$ cat src/rtl/drive_arbiter.sv
// Frame-synchronous arbiter sharing the two servo drive channels between a line-following
// requester (A) and an override requester (B); commands change only at frame boundaries.
module drive_arbiter #(
   parameter int unsigned PERIOD      = 2_000_000,
   parameter int unsigned MIN_HOLD    = 4,
   parameter int unsigned WDOG_FRAMES = 25
) (
   input  logic        clk,
   input  logic        reset,
   output logic [20:0] count_out,
   output logic        frame_last,
   input  logic        a_valid,
   input  logic [3:0]  a_cmd,
   output logic        a_ack,
   input  logic        b_valid,
   input  logic [3:0]  b_cmd,
   output logic        b_ack,
   output logic        motor_l_reset,
   output logic        motor_l_direction,
   output logic        motor_r_reset,
   output logic        motor_r_direction,
   output logic [1:0]  grant,
   output logic        fault
);

   localparam logic [1:0] StIdle   = 2'd0;
   localparam logic [1:0] StGrantA = 2'd1;
   localparam logic [1:0] StGrantB = 2'd2;
   localparam logic [1:0] StFault  = 2'd3;

   localparam logic [3:0] StopCmd = 4'b1010;

   localparam int unsigned HoldW = $clog2(MIN_HOLD + 1);
   localparam int unsigned MissW = $clog2(WDOG_FRAMES + 1);

   localparam logic [HoldW-1:0] HoldInit   = HoldW'(MIN_HOLD - 1);
   localparam logic [MissW-1:0] MissLast   = MissW'(WDOG_FRAMES - 1);
   localparam logic [20:0]      PeriodLast = 21'(PERIOD - 1);

   logic [20:0]      count_q;
   logic [1:0]       state_q, state_d;
   logic [3:0]       cmd_q, cmd_d;
   logic [HoldW-1:0] hold_q, hold_d, hold_dec;
   logic [MissW-1:0] miss_q, miss_d;
   logic             a_ack_q, a_ack_d;
   logic             b_ack_q, b_ack_d;
   logic             take_a, take_b;

   assign frame_last = (count_q == PeriodLast);
   assign hold_dec   = (hold_q == '0) ? '0 : hold_q - HoldW'(1);

   // Ownership changes are decided here; the refresh/miss path is handled below.
   always_comb begin
      take_a = 1'b0;
      take_b = 1'b0;
      unique case (state_q)
         StIdle: begin
            take_b = b_valid;
            take_a = !b_valid && a_valid;
         end
         StGrantA: take_b = b_valid && (hold_q == '0);
         StGrantB: take_a = !b_valid && a_valid && (hold_q == '0);
         default: ;
      endcase
   end

   always_comb begin
      state_d = state_q;
      cmd_d   = cmd_q;
      hold_d  = hold_q;
      miss_d  = miss_q;
      a_ack_d = 1'b0;
      b_ack_d = 1'b0;
      if (frame_last) begin
         if (take_a || take_b) begin
            state_d = take_b ? StGrantB : StGrantA;
            cmd_d   = take_b ? b_cmd : a_cmd;
            hold_d  = HoldInit;
            miss_d  = '0;
            a_ack_d = take_a;
            b_ack_d = take_b;
         end else if (state_q == StGrantA || state_q == StGrantB) begin
            hold_d = hold_dec;
            if (state_q == StGrantA && a_valid) begin
               cmd_d   = a_cmd;
               a_ack_d = 1'b1;
               miss_d  = '0;
            end else if (state_q == StGrantB && b_valid) begin
               cmd_d   = b_cmd;
               b_ack_d = 1'b1;
               miss_d  = '0;
            end else if (miss_q == MissLast) begin
               state_d = StFault;
               cmd_d   = StopCmd;
               hold_d  = '0;
               miss_d  = '0;
            end else begin
               miss_d = miss_q + MissW'(1);
            end
         end else if (state_q == StFault && !a_valid && !b_valid) begin
            state_d = StIdle;
         end
      end
   end

   always_ff @(posedge clk) begin
      if (reset) begin
         count_q <= '0;
         state_q <= StIdle;
         cmd_q   <= StopCmd;
         hold_q  <= '0;
         miss_q  <= '0;
         a_ack_q <= 1'b0;
         b_ack_q <= 1'b0;
      end else begin
         count_q <= frame_last ? '0 : count_q + 21'd1;
         state_q <= state_d;
         cmd_q   <= cmd_d;
         hold_q  <= hold_d;
         miss_q  <= miss_d;
         a_ack_q <= a_ack_d;
         b_ack_q <= b_ack_d;
      end
   end

   assign count_out         = count_q;
   assign a_ack             = a_ack_q;
   assign b_ack             = b_ack_q;
   assign motor_l_reset     = cmd_q[3];
   assign motor_l_direction = cmd_q[2];
   assign motor_r_reset     = cmd_q[1];
   assign motor_r_direction = cmd_q[0];
   assign grant             = {state_q == StGrantB, state_q == StGrantA};
   assign fault             = (state_q == StFault);

endmodule

$ cat config.mk
export PLATFORM = sky130hd
export DESIGN_NAME = drive_arbiter
export DESIGN_NICKNAME = d
export VERILOG_FILES = /design/src/rtl/drive_arbiter.sv
export SDC_FILE = /design/constraint.sdc
export NUM_CORES = 1
export LEC_CHECK = 0
export ABC_CLOCK_PERIOD_IN_PS = 2400
export CAP_MARGIN = 20
export CORE_AREA = 2 2 69 71
export DETAILED_ROUTE_END_ITERATION = 10
export DIE_AREA = 0 0 71 73
export PLACE_DENSITY_LB_ADDON = 0.15
export SLEW_MARGIN = 20
export SYNTH_ARGS = -nofsm -noshare
export SYNTH_HDL_FRONTEND = slang
export SYNTH_SLANG_ARGS = --single-unit
$ cat constraint.sdc
create_clock -name clk -period 2.4 [get_ports clk]
set_input_delay 0.24 -clock clk [delete_from_list [all_inputs] [get_ports clk]]
set_output_delay 0.24 -clock clk [all_outputs]
set_load 0.01 [all_outputs]
# Yosys cells after proc, flatten, opt, wreduce, memory -nomap -nowiden

Cells that the tools add are included.

Bits of input ports: 12
Output and inout port bits: 31
Logic and storage cells: 73
Flip-flop bits (word level): 37

$add $sub $neg: 3
Mux-type cells: 33
Reduce and logical (&&, ||, !) cells: 21
Equality and inequality tests: 8
Bitwise gates (word level): 1

Operators with widths:

| operator                                                                | count |
|---|---|
| 5-bit two-way mux                                                       | 5 |
| 4-bit two-way mux                                                       | 6 |
| 21-bit by 1-bit adder with 21-bit output, second input constant         | 1 |
| 21-bit equality test, second input constant                             | 1 |
| 3-bit two-way mux                                                       | 6 |
| 2-bit two-way mux                                                       | 7 |
| 1-bit logical AND                                                       | 7 |
| 1-bit two-way mux                                                       | 7 |
| 3-bit inequality test, second input constant                            | 2 |
| 5-bit by 1-bit adder with 5-bit output, second input constant           | 1 |
| 5-bit equality test, second input constant                              | 1 |
| 5-bit AND reduction                                                     | 1 |
| 2-bit equality test, second input constant                              | 2 |
| 1-bit case mux with 2 select lines                                      | 2 |
| 4-bit nonzero test                                                      | 1 |
| 2-bit OR reduction                                                      | 2 |
| 3-bit logical NOT                                                       | 1 |
| 3-bit by 2-bit inequality test with 1-bit output, second input constant | 1 |
| 3-bit AND reduction                                                     | 1 |
| 3-bit nonzero test                                                      | 1 |
| 3-bit by 1-bit subtractor with 3-bit output, second input constant      | 1 |
| 2-bit by 1-bit equality test with 1-bit output, second input constant   | 1 |
| 1-bit logical NOT                                                       | 2 |
| 2-bit logical NOT                                                       | 1 |
| 4 further kinds                                                         | 5 |

# Logic depth before layout (Yosys ltp)

Word-level depth: 7
Gate-level depth with buffers: 8
Depth with buffers taken out: 7

# Least setup slack after synthesis

OpenSTA, ideal clock, no wires.

Path kind: register to register
Start: reg count_q[10] (netlist: count_out[10])
End: reg miss_q[2]
Period minus slack after synthesis: 2640 ps
Library setup time: 70 ps
Arrival time: 2570 ps
Slack: -240 ps
Required time: 2330 ps
Path buffers: 1
Cell stages (with the launch flop): 7
Cell sequence: dfxtp_1 -> or4b_1 -> or4b_1 -> or4_4 -> buf_6 -> or4_1 -> a21oi_1

Word-level cells in the longest chain between the ends: 2

Ends and longest elaborated chain:

| item                                 | RTL line | text |
|---|---|---|
| start: declaration                   | 40       | `logic [20:0] count_q;` |
| start signal: assignment             | 116      | `count_q <= frame_last ? '0 : count_q + 21'd1;` |
| 21-bit equality test                 | 49       | `assign frame_last = (count_q == PeriodLast);` |
| 2-bit AND reduction (no source line) | -        |  |
| end signal: assignment               | 120      | `miss_q <= miss_d;` |
| end: declaration                     | 44       | `logic [MissW-1:0] miss_q, miss_d;` |

No other way between the ends.
A chain may end at the register's enable or synchronous reset.

# Worst setup path after layout

Start: reg count_q[12] (netlist: count_out[12])
End: reg miss_q[2]

The elaborated chain is that of the path after synthesis.

==> impl_metrics.env <==
export IMPL_status="finished, violations left"
export IMPL_violations="negative setup slack"
export IMPL_drtIter0Drc=121
export IMPL_synth_area_per_cell_um2=8.41
export IMPL_die_height_um=73
export IMPL_synth_sequential_area_ratio_pct=38.6
export IMPL_yosys_area_share_adder_pct=4.57
export IMPL_dp_cells=345
export IMPL_die_area_mm2=0.00518
export IMPL_clk_latency_ns=0.30
export IMPL_clockRootBuffer="clkbuf_8"
export IMPL_final_fill_count=408
export IMPL_number_of_cells_on_the_worst_hold_path=2
export IMPL_clock_skew_final_ns=0.00917
export IMPL_post_synth_xor_area_fraction_pct=9.13
export IMPL_power_leakage_nw=1.05
export IMPL_drive_gt1_share_pct=19.1
export IMPL_timing_hold_worst_class="reg -> reg"
export IMPL_clock_tree_buffer_depth=2
export IMPL_initial_antenna_violation_count=0
export IMPL_finalWorstPathRequiredPeriod_ns=2.65
export IMPL_pwr_density_cell_mw_per_mm2=483
export IMPL_drt_pre_antenna_iters=4
export IMPL_critical_path_startpoint_type="flip-flop"
export IMPL_vias_in_the_first_global_route=1862
export IMPL_synth_simple_area_share_pct=28.4
export IMPL_placement_io_buffers=42
export IMPL_cts_tree="built"
export IMPL_global_route_usage_total_pct=19.8
export IMPL_p_total_mw=1.36
export IMPL_via_per_inst=5.36
export IMPL_grt_remaining_overflow=0
export IMPL_slew_margin_rel_pct=57.4
export IMPL_netlist_cell_type_count=46
export IMPL_hpwlAfterDp_um=3560
export IMPL_rr_endpoint="miss_q[2]"
export IMPL_cts_sink_count=37
export IMPL_min_delay_start="cmd_q[0]"
export IMPL_floorplan_io_pins=43
export IMPL_wl_per_cell_um=13.4
export IMPL_synthesis_nets=247
export IMPL_syn_to_final_growth_pct=46.9
export IMPL_mappedNetlistArea_mm2=0.00192
export IMPL_grt_pass1_wl_um=8250
export IMPL_highest_clock_rate_mhz=378
export IMPL_htreeDepth=2
export IMPL_synth_warnings=0
export IMPL_synth_enable_flop_cells=0
export IMPL_post_synth_inst_count=228
export IMPL_hold_viol=0
export IMPL_drc_errors=0
export IMPL_post_synthesis_compound_gate_area_fraction_pct=14.4
export IMPL_critical_path_peak_fanout=4
export IMPL_worst_max_slew_pin_slew_ns=0.631
export IMPL_crit_chain="or4b_4 > or4b_1 > or4_4 > buf_6 > buf_6 > or4_1 > a21oi_1"
export IMPL_route_vias_total=1919
export IMPL_final_max_slew_viol_count=0
export IMPL_num_antenna_cells=0
export IMPL_finalSetupViolCount=10
export IMPL_rr_startpoint="count_out[12]"
export IMPL_min_period_over_period_pct=110
export IMPL_cp_arrival_ns=2.88
export IMPL_finalWeightedCongestion=0.792
export IMPL_path_clk_slew_ns=0.08
export IMPL_crit_path_frequent_cell="buf_6"
export IMPL_fin_cells=358
export IMPL_cp_required_ns=2.63
export IMPL_classification_of_the_worst_setup_path="reg -> reg"
export IMPL_grt_max_degree=20
export IMPL_initial_core_util_pct=42.3
export IMPL_row_count=25
export IMPL_postRouteAntennaNets=0
export IMPL_number_of_synthesized_register_bits=37
export IMPL_drt_total_wl_um=4790
export IMPL_synth_top_flop_cell="dfxtp_1"
export IMPL_fin_nets=322
export IMPL_layout_setup_ws_ns=-0.245
export IMPL_yosys_mux_area_fraction_pct=0.522
export IMPL_timing_max_cap_violations=0
export IMPL_cp_end_kind="flip-flop"
export IMPL_vdd_drop_max_uv=568
export IMPL_worst_r2r_path_depth=7
export IMPL_critical_path_slowest_cell="or4b_4"
export IMPL_worst_hold_path_endpoint="cmd_q[0]"
export IMPL_rsz0062_at_grt="true"
export IMPL_synth_top_family_by_area="simple AND/OR/NAND/NOR gates"
export IMPL_timing_reg2reg_setup_slack_ns=-0.25
export IMPL_horizontal_die_dimension_um=71
export IMPL_placeableCoreArea_mm2=0.00454
export IMPL_cts_made_buffers=5
export IMPL_critical_path_max_stage_delay_ns=0.53
export IMPL_synth_async_reset_ratio_pct=0
-- how the worst max path moves through the flow --
stage	start	endpoint	slack (ns)	cells past startpoint
after floorplan	count_out[12]	miss_q[2]	-0.18	6
after global placement	count_out[12]	frame_last	-0.24	5
after detailed placement	count_out[12]	miss_q[3]	-0.26	6
after CTS	count_out[12]	miss_q[2]	-0.34	7
after global routing	count_out[12]	miss_q[2]	-0.31	7
final	count_out[12]	miss_q[2]	-0.25	7
-- metrics by stage --
step                      cell area (um^2)  utilization, %  hold WS [ns]  setup TNS, ns  setup slack [ns]
final                                 2820            62.1         0.444          -1.68            -0.245
after global routing                  2820            62.1         0.481          -2.37            -0.310
after CTS                             2790            61.4         0.450          -2.63            -0.345
after detailed placement              2590            57.1         0.438          -1.17            -0.256
after global placement                2590            57.1         0.434         -0.994            -0.240
after floorplan                       1930               -         0.424         -0.689            -0.177
-- cell type report --
class                      instances  area, um^2  share of cell area [%]
sequential                        37         744                    26.4
clock inverter                     3        68.8                    2.44
multi-input combinational        171        1140                    40.6
timing repair buffer              75         674                    23.9
clock buffer                       5        68.8                    2.44
tap                               54        67.6                    2.40
inverter                          13        48.8                    1.73
-- layer usage --
layer	global-route usage (%)	wire (um)	up-vias	part of all wire (%)
met5	0	0	-	0
met4	6.29	55	0	1.1
met3	4.70	243	6	5.1
met2	35.1	2300	45	48
met1	23.7	2200	902	46
li1	-	-	966	-
-- state kept, by name, indices dropped and copies added, names as in the netlist --
| register | flops |
|---|---|
| hold_q | 3 |
| state_q | 2 |
| cmd_q | 4 |
| miss_q | 5 |
| b_ack | 1 |
| a_ack | 1 |
| count_out | 21 |
-- cells in the final DEF, fill, tap and decap left out, types with 7 or more instances in the layout --
cell type,Yosys,final
dfxtp_1,37,34
nand2_1,16,16
buf_4,0,30
ha_1,7,7
clkdlybuf4s50_1,0,41
nor2_1,30,30
nand3_1,13,13
xnor2_1,8,8
inv_1,13,13
nand4_1,7,7
a21oi_1,10,9
xor2_1,12,12
-- cell usage after synthesis (all sizes together), types with 3 or more instances --
| cell | count | area [um^2] |
|---|---|---|
| nand2 | 16 | 60.1 |
| a21oi | 10 | 50.1 |
| o31ai | 3 | 22.5 |
| and3 | 6 | 40.0 |
| xor2 | 12 | 105 |
| nor3 | 4 | 20.0 |
| dfxtp | 37 | 741 |
| or4 | 6 | 48.8 |
| or4b | 3 | 30.0 |
| inv | 13 | 48.8 |
| o21a | 4 | 30.0 |
| clkbuf | 6 | 22.5 |
| nor2 | 30 | 113 |
| o22ai | 3 | 18.8 |
| xnor2 | 8 | 70.1 |
| or2 | 3 | 18.8 |
| o21ai | 5 | 25.0 |
| nand3 | 13 | 65.1 |
| nand4 | 7 | 43.8 |
| nor4 | 3 | 18.8 |
| ha | 7 | 87.6 |
-- report_power, final --
part	switching, mW	total [mW]	internal (mW)
sequential	0.00431	0.622	0.617
clock	0.240	0.658	0.418
combinational	0.0400	0.0812	0.0412
total	0.284	1.36	1.08
-- what timing repair did --
action	4_1_cts	5_1_grt
hold buffers	0	0
setup buffers	3	3
pin swaps	8	5
gates resized for setup	14	2
cloned	0	0
setup endpoints to repair	8	12
-- kinds of logic after synthesis --
| family | count (synthesis) |
|---|---|
| adders and majority gates | 7 |
| buffers and inverters | 20 |
| and+or+nand+nor | 103 |
| muxes | 1 |
| DFF | 37 |
| AOI/OAI and AO/OA | 40 |
| xor gates and xnor gates | 20 |
-- critical path, delay by kind of cell, from the launching register on --
family | cells | cell delay [ns]
AO/OA/AOI/OAI | 1 | 0.12
AND/OR/NAND/NOR | 4 | 1.88
buffers and inverters | 2 | 0.24
flip-flops | 1 | 0.33
No activity file was read; power rests on OpenSTA's default activity.
